`src/rtl/demoman_pkg.sv`:
```
// Shared constants for the demoman input path: button indices and frame timing.
package demoman_pkg;

  localparam int BTN_ATTACK = 1;
  localparam int BTN_RIGHT  = 2;
  localparam int BTN_LEFT   = 3;

  // First line of vertical blanking; its first appearance marks a new frame.
  localparam int TICK_LINE = 480;

  // 10 ms at the 25 MHz pixel clock.
  localparam int DEBOUNCE_CYCLES_DEFAULT = 250000;
  localparam int CNT_W_DEFAULT           = 18;

endpackage

```
`src/rtl/input_conditioner_debouncer.sv`:
```
// One-button conditioner: 2-FF synchroniser, stability counter, debounced
// level and a one-cycle rise flag that is high in the first cycle of a press.
module debouncer #(
  parameter int DEBOUNCE_CYCLES = 4,
  parameter int CNT_W           = 18
) (
  input  logic clk,
  input  logic rst_n,
  input  logic key_n,
  output logic stable,
  output logic rise
);

  localparam logic [CNT_W-1:0] CNT_LAST = CNT_W'(DEBOUNCE_CYCLES - 1);

  logic             sync_1;
  logic             sync_2;
  logic [CNT_W-1:0] cnt;
  logic             pressed;

  assign pressed = ~sync_2;

  // Synchronise the raw pin, then accept a new level only after it has
  // differed from the current one for DEBOUNCE_CYCLES consecutive cycles.
  always_ff @(posedge clk) begin
    if (!rst_n) begin
      sync_1 <= 1'b1;
      sync_2 <= 1'b1;
      cnt    <= '0;
      stable <= 1'b0;
      rise   <= 1'b0;
    end else begin
      sync_1 <= key_n;
      sync_2 <= sync_1;
      rise   <= 1'b0;
      if (pressed != stable) begin
        if (cnt == CNT_LAST) begin
          stable <= pressed;
          cnt    <= '0;
          rise   <= pressed;
        end else begin
          cnt <= cnt + 1'b1;
        end
      end else begin
        cnt <= '0;
      end
    end
  end

endmodule

```
`src/rtl/input_conditioner.sv`:
```
// Turns raw active-low keys into per-frame controls for player: debounced
// levels and latched press events, presented once per frame on frame_tick.
module input_conditioner
  import demoman_pkg::*;
#(
  parameter int N_BTN           = 4,
  parameter int DEBOUNCE_CYCLES = DEBOUNCE_CYCLES_DEFAULT,
  parameter int CNT_W           = CNT_W_DEFAULT,
  parameter int TICK_LINE       = demoman_pkg::TICK_LINE
) (
  input  logic             clk,
  input  logic             rst_n,
  input  logic [N_BTN-1:0] key_n,
  input  logic [9:0]       pixel_y,
  output logic             frame_tick,
  output logic [N_BTN-1:0] btn_level,
  output logic [N_BTN-1:0] btn_press,
  output logic             btn_any
);

  localparam logic [9:0] TICK_Y = 10'(TICK_LINE);

  logic [N_BTN-1:0] stable;
  logic [N_BTN-1:0] rise;
  logic [N_BTN-1:0] pending;
  logic [9:0]       prev_y;
  logic             tick_det;

  for (genvar i = 0; i < N_BTN; i++) begin : g_btn
    debouncer #(
      .DEBOUNCE_CYCLES(DEBOUNCE_CYCLES),
      .CNT_W          (CNT_W)
    ) u_deb (
      .clk   (clk),
      .rst_n (rst_n),
      .key_n (key_n[i]),
      .stable(stable[i]),
      .rise  (rise[i])
    );
  end

  // Only the first cycle on the tick line counts, so a held pixel_y fires once.
  assign tick_det = (pixel_y == TICK_Y) && (prev_y != TICK_Y);

  // Collect presses between ticks and publish a frame snapshot on each tick.
  // A rise landing on the tick cycle is reported now and not kept pending.
  always_ff @(posedge clk) begin
    if (!rst_n) begin
      prev_y     <= TICK_Y;
      pending    <= '0;
      frame_tick <= 1'b0;
      btn_level  <= '0;
      btn_press  <= '0;
      btn_any    <= 1'b0;
    end else begin
      prev_y <= pixel_y;
      if (tick_det) begin
        btn_press  <= pending | rise;
        pending    <= '0;
        btn_level  <= stable;
        btn_any    <= |stable;
        frame_tick <= 1'b1;
      end else begin
        btn_press  <= '0;
        pending    <= pending | rise;
        frame_tick <= 1'b0;
      end
    end
  end

endmodule
```
`config.mk`:
```
export PLATFORM = sky130hd
export DESIGN_NAME = input_conditioner
export DESIGN_NICKNAME = d
export VERILOG_FILES = /design/src/rtl/demoman_pkg.sv /design/src/rtl/input_conditioner_debouncer.sv /design/src/rtl/input_conditioner.sv
export SDC_FILE = /design/constraint.sdc
export NUM_CORES = 1
export LEC_CHECK = 0
export ABC_AREA = 1
export CORE_ASPECT_RATIO = 1.5
export CORE_MARGIN = 5
export CORE_UTILIZATION = 35
export CTS_BUF_LIST = sky130_fd_sc_hd__clkbuf_8
export DETAILED_ROUTE_END_ITERATION = 8
export MAX_ROUTING_LAYER = met4
export PLACE_DENSITY = 0.49
export SYNTH_ARGS = -nofsm -noshare
export SYNTH_HDL_FRONTEND = slang
export SYNTH_SLANG_ARGS = --single-unit
```
`constraint.sdc`:
```
create_clock -name clk -period 1.7 [get_ports clk]
set_clock_uncertainty 0.1 [all_clocks]
set_input_delay 0.51 -clock clk [delete_from_list [all_inputs] [get_ports clk]]
set_output_delay 0.51 -clock clk [all_outputs]
set_load 0.05 [all_outputs]
```
==> results.toml <==
[outcome]
outcome = "completed"

[floorplanning]
die_h_um = 160.5
dieArea_um2 = 17710
initial_core_util_pct = 35.24
num_rows = 55
die-width_um = 110.3
boundaryPins = 26
coreArea_um2 = 15000

[flow_run]
cap_violations = 0

[clock_tree]
clkTransAtPathRegs_ns = 0.11
clock_latency_ns = 0.38
cts_tree = "done"
cts-root-buf = "clkbuf_8"
cts-buffers-inserted = 9
cts_max_path_buffers = 2
hold_buffers = 0
clock_sinks = 112
h-tree-depth = 3

[critical_path]
cpPeakStageDelay_ns = 0.43
start_kind = "flop"
crit_arrival_ns = 0.97
cpMaxStageDelayCell = "dfxtp_1"
cp.buffers_inverters = 1
path_max_fanout = 2
crit_chain = "buf_12"
critical_path.top_delay_family = "flip-flops"
worst_setup_path_end_kind = "primary output"
worstSetupPathType = "reg -> out"
critPathRequiredTime_ns = 1.09

[grt]
antenna_found_initial = 0
track_usage_pct = 14.15
grt_pass1_vias = 4472
grt_first_pass_wirelength_um = 19770
grt-ovfl-total = 0
grt_max_degree = 19

[timing]
report.final.slew_viol_count = 0
max_slew_margin_pct = 71.79
rsz0062_at_grt = "false"
fmax_ghz = 0.6341
period_share_pct = 92.77
period_needed_ns = 1.577
final-setup-viol-count = 0
finalHoldViolCount = 0
hold_slack_ns = 0.3221
worst_slew_pin_slew_ns = 0.4199

[final_layout]
drive_above_1_share_pct = 11.77
multi_input_area_um2 = 2619
fin_cells = 1023
n_fill_cell = 1644
diodes = 0
seqCellArea_um2 = 2242
stdcell_area_um2 = 6252
nets = 839
fin_util_pct = 41.68
area_delta_synth_final_pct = 18.27

[synth]
netlist_instances = 765
post_synth.cell_area_avg_um2 = 6.910
syn_area_um2 = 5286
synth.distinct_cells = 28
syn-num-nets = 785
yosysWarnings = 0
ys_seq_area_share_pct = 42.41
ys_ff_latch = 112

[worst_hold_path]
hold_path.class = "reg -> reg"

[power_and_ir_drop]
leakagePower_nw = 2.276
vdd_ir_drop_max_mv = 0.3332
power_density_nw_per_um2 = 713.0

[route]
drt_first_pass_iters = 4
wl_per_cell_um = 11.23
ant_nets = 0
drc = 0
num_vias = 4588
drt-initial-drc-count = 124
via_per_inst = 4.485
wl_um = 11490

[placed_design]
hpwlAfterDp_um = 9009
place.port_buffers = 25
place_congestion = 0.8842
placed_cells_incl_taps = 1006
placed_cell_area_um2 = 6010
[final timing paths]
| kind | slack (ns) | to | cells after the start | startpoint |
|---|---|---|---|---|
| min reg2reg | 0.32 | g_btn[1].u_deb.sync_2 | 1 | g_btn[1].u_deb.sync_1 |
| max | 0.12 | btn_level[3] | 1 | btn_level[3] |
| min | 0.32 | g_btn[1].u_deb.sync_2 | 1 | g_btn[1].u_deb.sync_1 |
| max reg2reg | 0.15 | g_btn[3].u_deb.cnt[0] | 6 | g_btn[3].u_deb.cnt[1] |
[cell type report]
| cell class | count | share of cell area [%] |
|---|---|---|
| Timing Repair Buffer | 50 | 8.605 |
| Clock buffer | 10 | 2.201 |
| Clock inverter | 6 | 1.081 |
| Inverter | 105 | 6.384 |
| Multi-Input combinational cell | 541 | 41.89 |
| Tap cell | 199 | 3.982 |
| Sequential cell | 112 | 35.86 |
[state kept, by name (all words and copies together), names as in the netlist]
register / flops
btn_any: 1
g_btn.u_deb.sync_1: 4
pending: 4
prev_y: 10
frame_tick: 1
g_btn.u_deb.stable: 4
btn_press: 4
g_btn.u_deb.rise: 4
g_btn.u_deb.cnt: 72
g_btn.u_deb.sync_2: 4
btn_level: 4
[report_power, final]
group | internal, mW | total [mW] | switching, mW
sequential | 2.65 | 2.65 | 0.00706
combinational | 0.0727 | 0.141 | 0.0687
clock | 0.731 | 1.66 | 0.932
total | 3.45 | 4.46 | 1.01
[cells in the mapped netlist]
master    count  area, um2
nand2_1     184      690.7
nor2_1      155      581.8
dfxtp_1     112       2242
inv_1       102      382.9
nand3_1      57      285.3
xor2_1       28      245.2
a21oi_1      23      115.1
nand4_1      13      81.33
nor2_2       13      81.33
o21ai_0      13      65.06
or2_2        11      68.82
xnor2_1       8      70.07
nand3b_1      7      52.55
nor3_1        7      35.03
nor2_4        5      56.30
ha_1          4      50.05
nand2_2       4      25.02
clkbuf_1      3      11.26
inv_2         3      11.26
buf_4         2      15.01
buf_6         2      22.52
nand2_4       2      22.52
nor4_1        2      12.51
and2_1        1      6.260
buf_8         1      15.01
nand3_2       1      10.01
nand3b_2      1      11.26
nand3b_4      1      20.02
[per-stage QoR]
step | power (mW) | setup slack, ns | TNS (ns)
after floorplan | 2.783 | 0.1819 | 0
after global placement | 2.855 | -0.2928 | -15.11
after detailed placement | 2.856 | -0.3254 | -16.08
after CTS | 4.517 | 0.02587 | 0
after global routing | 4.647 | 0.0007778 | 0
final | 4.458 | 0.1229 | 0
[metal layers]
| layer | share of wire, % | global-route usage, % | up-vias |
|---|---|---|---|
| met5 | 0 | - | - |
| met4 | 1.9 | 4.762 | 0 |
| met3 | 2.4 | 3.418 | 17 |
| met2 | 54 | 25.17 | 48 |
| met1 | 42 | 15.06 | 2064 |
| li1 | - | - | 2459 |
[cells in the final DEF, fill, tap and decap left out]
cell type / instances
nand3b_1: 7
nand4_1: 13
xor2_1: 28
and2_1: 1
inv_6: 2
nand2_8: 1
bufinv_16: 1
nand2_1: 184
nor2_2: 16
inv_2: 3
clkinv_4: 2
ha_1: 4
nand3_2: 2
or2_2: 11
nand2_2: 4
nor3_1: 7
nor2_1: 152
clkbuf_8: 10
nand3b_4: 1
clkinvlp_4: 1
xnor2_1: 8
buf_12: 10
nand3_1: 56
dfxtp_1: 112
o21ai_0: 13
nor4_1: 2
a21oi_1: 23
inv_1: 102
buf_4: 25
clkdlybuf4s50_1: 15
nand2_4: 2
nor2_4: 5
nand3b_2: 1
[repair_timing]
action | in CTS | in global routing
resized for setup | 0 | 9
hold endpoints to repair | 0 | 0
setup endpoints to repair | 0 | 44
setup buffers | 0 | 0
[logic make-up (layout without fill, tap and decap cells)]
group           count (synthesis)  after routing  synth area share (%)
xor+xnor                       36             36                 5.965
simple gates                  464            465                 38.60
flops                         112            112                 42.41
buf+inv                       113            171                 8.663
compound gates                 36             36                 3.408
fa+ha+maj                       4              4                0.9468
Note: power is estimated with default switching activity, not from simulation.
